[config.mk]
export PLATFORM = sky130hd
export DESIGN_NAME = sar_adc_ctrl
export DESIGN_NICKNAME = d
export VERILOG_FILES = /design/src/rtl/sar_adc_ctrl.sv
export SDC_FILE = /design/constraint.sdc
export NUM_CORES = 1
export LEC_CHECK = 0
export CAP_MARGIN = 0
export CORE_MARGIN = 1
export CORE_UTILIZATION = 50
export CTS_CLUSTER_DIAMETER = 30
export DETAILED_ROUTE_END_ITERATION = 16
export HOLD_SLACK_MARGIN = 0.02
export PLACE_DENSITY = 0.74
export SKIP_CTS_REPAIR_TIMING = 1
export SLEW_MARGIN = 20
export SYNTH_ARGS = -nofsm -noshare
export SYNTH_HDL_FRONTEND = slang
export SYNTH_SLANG_ARGS = --single-unit
export TNS_END_PERCENT = 30
[constraint.sdc]
create_clock -name clk -period 2.02 [get_ports clk]
set_input_delay 0.404 -clock clk [delete_from_list [all_inputs] [get_ports clk]]
set_output_delay 0.404 -clock clk [all_outputs]
set_load 0.1 [all_outputs]
[src/rtl/sar_adc_ctrl.sv]
// Successive-approximation ADC controller: synchronises start/cmp, walks a trial
// code MSB-first through the DAC and publishes the final code with a valid strobe.
module sar_adc_ctrl #(
  parameter int WIDTH         = 4,
  parameter int SETTLE_CYCLES = 2
) (
  input  logic             clk,
  input  logic             rst_n,
  input  logic             ena,
  input  logic             start,
  input  logic             cmp,
  output logic [WIDTH-1:0] dac_code,
  output logic [WIDTH-1:0] result,
  output logic             valid,
  output logic             busy
);

  localparam int IW = (WIDTH > 1) ? $clog2(WIDTH) : 1;
  localparam int CW = $clog2(SETTLE_CYCLES + 2);
  // Settle phase lasts SETTLE_CYCLES+2 cycles: counter runs from this value down to 0.
  localparam logic [CW-1:0] CNT_LOAD = CW'(SETTLE_CYCLES + 1);
  localparam logic [IW-1:0] IDX_TOP  = IW'(WIDTH - 1);

  typedef enum logic [1:0] {IDLE, SETTLE, DECIDE, DONE} state_t;

  state_t           state, state_n;
  logic [WIDTH-1:0] trial, trial_n, dac_n, result_n, trial_first, trial_dec;
  logic [IW-1:0]    idx, idx_n;
  logic [CW-1:0]    cnt, cnt_n;
  logic             valid_n, busy_n;
  logic             start_s1, sync_start, start_q, cmp_s1, sync_cmp, start_rise;

  always_ff @(posedge clk or negedge rst_n) begin
    if (!rst_n) begin
      start_s1   <= 1'b0;
      sync_start <= 1'b0;
      start_q    <= 1'b0;
      cmp_s1     <= 1'b0;
      sync_cmp   <= 1'b0;
    end else begin
      start_s1   <= start;
      sync_start <= start_s1;
      start_q    <= sync_start;
      cmp_s1     <= cmp;
      sync_cmp   <= cmp_s1;
    end
  end

  assign start_rise = sync_start & ~start_q;

  always_ff @(posedge clk or negedge rst_n) begin
    if (!rst_n) begin
      state    <= IDLE;
      trial    <= '0;
      idx      <= '0;
      cnt      <= '0;
      dac_code <= '0;
      result   <= '0;
      valid    <= 1'b0;
      busy     <= 1'b0;
    end else begin
      state    <= state_n;
      trial    <= trial_n;
      idx      <= idx_n;
      cnt      <= cnt_n;
      dac_code <= dac_n;
      result   <= result_n;
      valid    <= valid_n;
      busy     <= busy_n;
    end
  end

  always_comb begin
    state_n  = state;
    trial_n  = trial;
    idx_n    = idx;
    cnt_n    = cnt;
    dac_n    = dac_code;
    result_n = result;
    valid_n  = 1'b0;
    busy_n   = busy;

    trial_first              = '0;
    trial_first[WIDTH-1]     = 1'b1;
    trial_dec                = trial;
    if (!sync_cmp) trial_dec[idx] = 1'b0;
    if (idx != '0) trial_dec[idx - IW'(1)] = 1'b1;

    case (state)
      IDLE: begin
        if (start_rise) begin
          state_n = SETTLE;
          trial_n = trial_first;
          dac_n   = trial_first;
          idx_n   = IDX_TOP;
          cnt_n   = CNT_LOAD;
          busy_n  = 1'b1;
        end
      end
      SETTLE: begin
        if (cnt == '0) state_n = DECIDE;
        else           cnt_n   = cnt - CW'(1);
      end
      DECIDE: begin
        trial_n = trial_dec;
        dac_n   = trial_dec;
        if (idx != '0) begin
          idx_n   = idx - IW'(1);
          cnt_n   = CNT_LOAD;
          state_n = SETTLE;
        end else begin
          result_n = trial_dec;
          valid_n  = 1'b1;
          busy_n   = 1'b0;
          state_n  = DONE;
        end
      end
      DONE:    state_n = IDLE;
      default: state_n = IDLE;
    endcase

    // Disable overrides everything; result is kept so the last good code survives.
    if (!ena) begin
      state_n  = IDLE;
      dac_n    = '0;
      busy_n   = 1'b0;
      valid_n  = 1'b0;
      result_n = result;
    end
  end

endmodule

# Word level (Yosys, flattened, before mapping)
# Cells that the tools add are included.
# word_totals
register_bits	25
latch_bits	0
ram_bits	0
mem_bits_ro	0
output_inout_bits	10
wordCells	76
memories	0
# op_classes
addsub	2
multipliers	0
div	0
order_cmp	4
n_eq_ne	10
n_shift	0
n_mux	27
bitwise	6
n_reduce_logical	14
# ops
op	count
two-way mux 2 bit	8
two-way mux 4 bit	4
inequality test 3 bit, second input constant	3
AND reduction 3 bit	3
two-way mux 1 bit	8
one-hot mux 2 bit (4 select lines)	1
one-hot mux 4 bit (2 select lines)	1
less-than comparator 2 x 3 -> 1 bit, second input constant	2
inequality test 2 bit, second input constant	3
one-hot mux 2 bit (3 select lines)	1
AND reduction 2 bit	3
bitwise AND 4 bit	1
demux 1 bit (select 2 bit)	2
== test 2 bit, second input constant	2
>= comparator 2 x 1 -> 1 bit, second input constant	2
zero test 2 bit	2
inverter 4 bit	1
OR 4 bit	1
one-hot mux 2 bit (2 select lines)	1
AND reduction 4 bit	1
nonzero test 2 bit	2
subtractor 2 x 1 -> 2 bit, second input constant	2
inequality test 3 x 1 -> 1 bit, second input constant	1
nonzero test 3 bit	1
5 further kinds	7

# Depth between registers and ports, before layout
# logic_depth
ltp_word	11
mapped_depth	6

# Worst setup path after synthesis
# OpenSTA, ideal clock, no wires.
# synth_timing
path_kind	reg-to-reg
from	register idx[0]
to	register result[1]
setup_time_ns	0.128
arrival_ns	1.367
required_time_ns	1.892
setup_slack_ns	0.525
path_stages_with_launch	6
path_cell_list	dfrtp_1 inv_1 ha_1 and2b_1 nand3_2 mux2_1
# synth_between
elab_chain_cells	9
word_cells_on_any_way	19
classes_between	add/sub (1); order compare (4); mux (6); bitwise (4); reduce/logical (4)
# synth_rtl
item	line_no	source
start: declaration	28	logic [IW-1:0] idx, idx_n;
start signal: assignment	64	idx <= idx_n;
branches (longest 9 deep; another with less-than comparator 2 x 3 -> 1 bit)	--	
end signal: assignment	67	result <= result_n;
end: declaration	13	output logic [WIDTH-1:0] result,
# Several ways; the timed one is not identified.
# A chain may end at the register's enable or synchronous reset.

# Final worst setup path
# Ends and elaborated chain as after synthesis.

==> impl_metrics.py <==
metrics = {
    "die": {
        "die_y_um": 48.28,
        "die_x_um": 48.28,
        "die_area_um2": 2331,
        "io_pins": 15,
        "core_um2": 1982,
        "num_rows": 16,
        "initial_utilization_pct": 54.04,
    },
    "global_route": {
        "grt_pass1_vias": 653,
        "overflow": 0,
        "track_usage_pct": 18.10,
        "grt_max_degree": 26,
        "grt_pass1_wl_um": 2863,
        "antenna_found_initial": 0,
    },
    "placed_design": {
        "post-place-ws_ps": 385.7,
        "place.gp.congestion": 0.7895,
        "portBuffers": 14,
        "dp_cells": 141,
        "hpwl_um": 1380,
    },
    "route": {
        "ant_nets": 0,
        "drtPass1Iterations": 4,
        "vias": 741,
        "drt_iter0_markers": 9,
        "routed_wl_um": 1800,
        "routedWlPerCell_um": 12.41,
        "via_per_inst": 5.110,
        "drcViolationCount": 0,
    },
    "layout": {
        "layout-drive-gt1-share_pct": 15.25,
        "multi_input_area_um2": 411.6,
        "layout_common_cells": "dfrtp_1, nand2_1, o21ai_0, buf_4, inv_1",
        "nets": 129,
        "syn_to_final_growth_pct": 17.52,
        "final_core_util_pct": 63.51,
        "fill_cells": 156,
        "instances_no_fill": 145,
        "final_common_cell": "dfrtp_1",
        "diodes": 0,
        "regArea_um2": 625.6,
    },
    "synthesis": {
        "synth_area_um2": 1071,
        "yosysSeqAreaShare_pct": 58.41,
        "synth.net_count": 109,
        "yosysWarnings": 0,
        "synthDistinctLibCells": 25,
        "synth.avg_cell_area_um2": 10.82,
        "syn_inst": 99,
        "ys_ff_latch": 25,
    },
    "pwr": {
        "p_leak_nw": 0.6320,
        "p_per_area_nw_per_um2": 736.7,
        "p_total_w": 0.0009274,
        "worst_ir_drop_vdd_mv": 0.5016,
    },
    "sta": {
        "post-route-min-period_ps": 1663,
        "fin_crit_sh_pct": 82.34,
        "setup_tns_ps": 0,
        "rsz0062_at_grt": "no",
        "max_freq_mhz": 601.2,
        "final-setup-viol-count": 0,
        "setup_ws_ps": 356.7,
        "clock_skew_ps": 5.241,
        "tightest_slew_ps": 482.2,
        "slew_headroom_pct": 67.78,
        "slew_violations": 0,
        "hold_viol_final": 0,
    },
    "setup_path": {
        "critPathArrivalTime_ps": 1870,
        "rr_worst_depth": 5,
        "r2r-end": "result[1]",
        "path_max_fanout": 8,
        "end_kind": "register",
        "reg2reg_from": "idx[0]",
        "required_ps": 2230,
        "critPathLaunchType": "register",
        "reg2reg_slack_ps": 360,
        "critPathKind": "register to register",
    },
    "clocking": {
        "ctsRootBufferMaster": "clkbuf_4",
        "numCtsBuffers": 3,
        "h-tree-depth": 1,
        "numClockSinks": 25,
        "cts_tree": "done",
        "cts_max_path_buffers": 2,
        "clkTransAtPathRegs_ps": 130,
        "insertion_delay_ps": 310,
    },
    "min_path": {
        "hp-class": "register to register",
        "hp-start": "cmp_s1",
        "hold_path_end": "sync_cmp",
        "hold_depth": 0,
    },
    "run_status": {
        "status": "completed",
    },
    "run": {
        "cap_violations": 0,
    },
}
## Yosys cell counts, drive strengths merged
library cell	n	area share (%)
a21boi	2	1.4
dfrtp	25	58
a21oi	4	1.9
o21ai	12	5.6
nand3	3	1.9
clkbuf	1	0.35
inv	8	2.8
o22ai	1	0.58
o21bai	1	0.70
a2bb2oi	1	0.82
o211a	1	0.93
and2b	2	1.4
o2bb2ai	1	0.82
nand2	13	4.6
nor2b	3	1.8
nand2b	2	1.2
mux2	1	1.1
o21ba	1	0.93
a22oi	3	2.1
nor3b	2	1.4
o21a	2	1.4
ha	5	5.8
nor2	3	1.1
and2	2	1.2
## metal layers
metal / track usage, % / wire [um]
met1: 24.64 / 862
met5: 0 / 0
met3: 5.185 / 91
met2: 27.20 / 832
met4: 7.222 / 13
## flip-flops by register name, summed over array words and instances, names as in the netlist
name / flops
busy: 1
cmp_s1: 1
cnt: 2
dac_code: 4
idx: 2
result: 4
start_q: 1
start_s1: 1
state: 2
sync_cmp: 1
sync_start: 1
trial: 4
valid: 1
## logic make-up (layout without fill, tap and decap cells)
kind of cell | Yosys count | in the layout | synth area share, %
buf+inv | 9 | 28 | 3.154
mux | 1 | 1 | 1.051
fa+ha+maj | 5 | 5 | 5.841
compound gates | 29 | 29 | 17.17
flops | 25 | 25 | 58.41
simple gates | 30 | 30 | 14.37
## power by group
part | internal [W] | leakage, nW | switching, W
Sequential | 0.000534 | 0.311 | 0.0000256
Combinational | 0.0000585 | 0.303 | 0.0000979
Clock | 0.0000738 | 0.0177 | 0.000138
Total | 0.000666 | 0.632 | 0.000261
## worst max path at each step
| stage | startpoint | endpoint | slack, ps |
|---|---|---|---|
| 2_1_floorplan | idx[0] | result[1] | 520 |
| 3_3_place_gp | idx[0] | result[1] | 480 |
| 3_5_place_dp | idx[1] | result[1] | 390 |
| 4_1_cts | idx[0] | result[1] | 360 |
| 5_1_grt | idx[0] | result[1] | 260 |
| 6_report | idx[0] | result[1] | 360 |
## layout make-up
class                      instances  area share, %
sequential                        25          49.70
multi-input combinational         65          32.70
timing repair buffer              16          10.34
tap                               27          2.684
inverter                           8          2.386
clock buffer                       3          1.789
clock inverter                     1         0.3976
## critical path, cell delays in order, from the launching register on
cell and delay (ps):
dfrtp_1 500, inv_1 110, ha_1 280, and2b_1 200, nand3_2 140, mux2_1 330
## stage by stage
step / instance area (um2) / hold slack, ps
6_report: 1259 / 363.6
5_1_grt: 1259 / 378.9
4_1_cts: 1259 / 365.2
3_5_place_dp: 1231 / 335.5
3_3_place_gp: 1231 / 333.9
2_1_floorplan: 1071 / 108.4
Power figures use the tool's default switching activity.
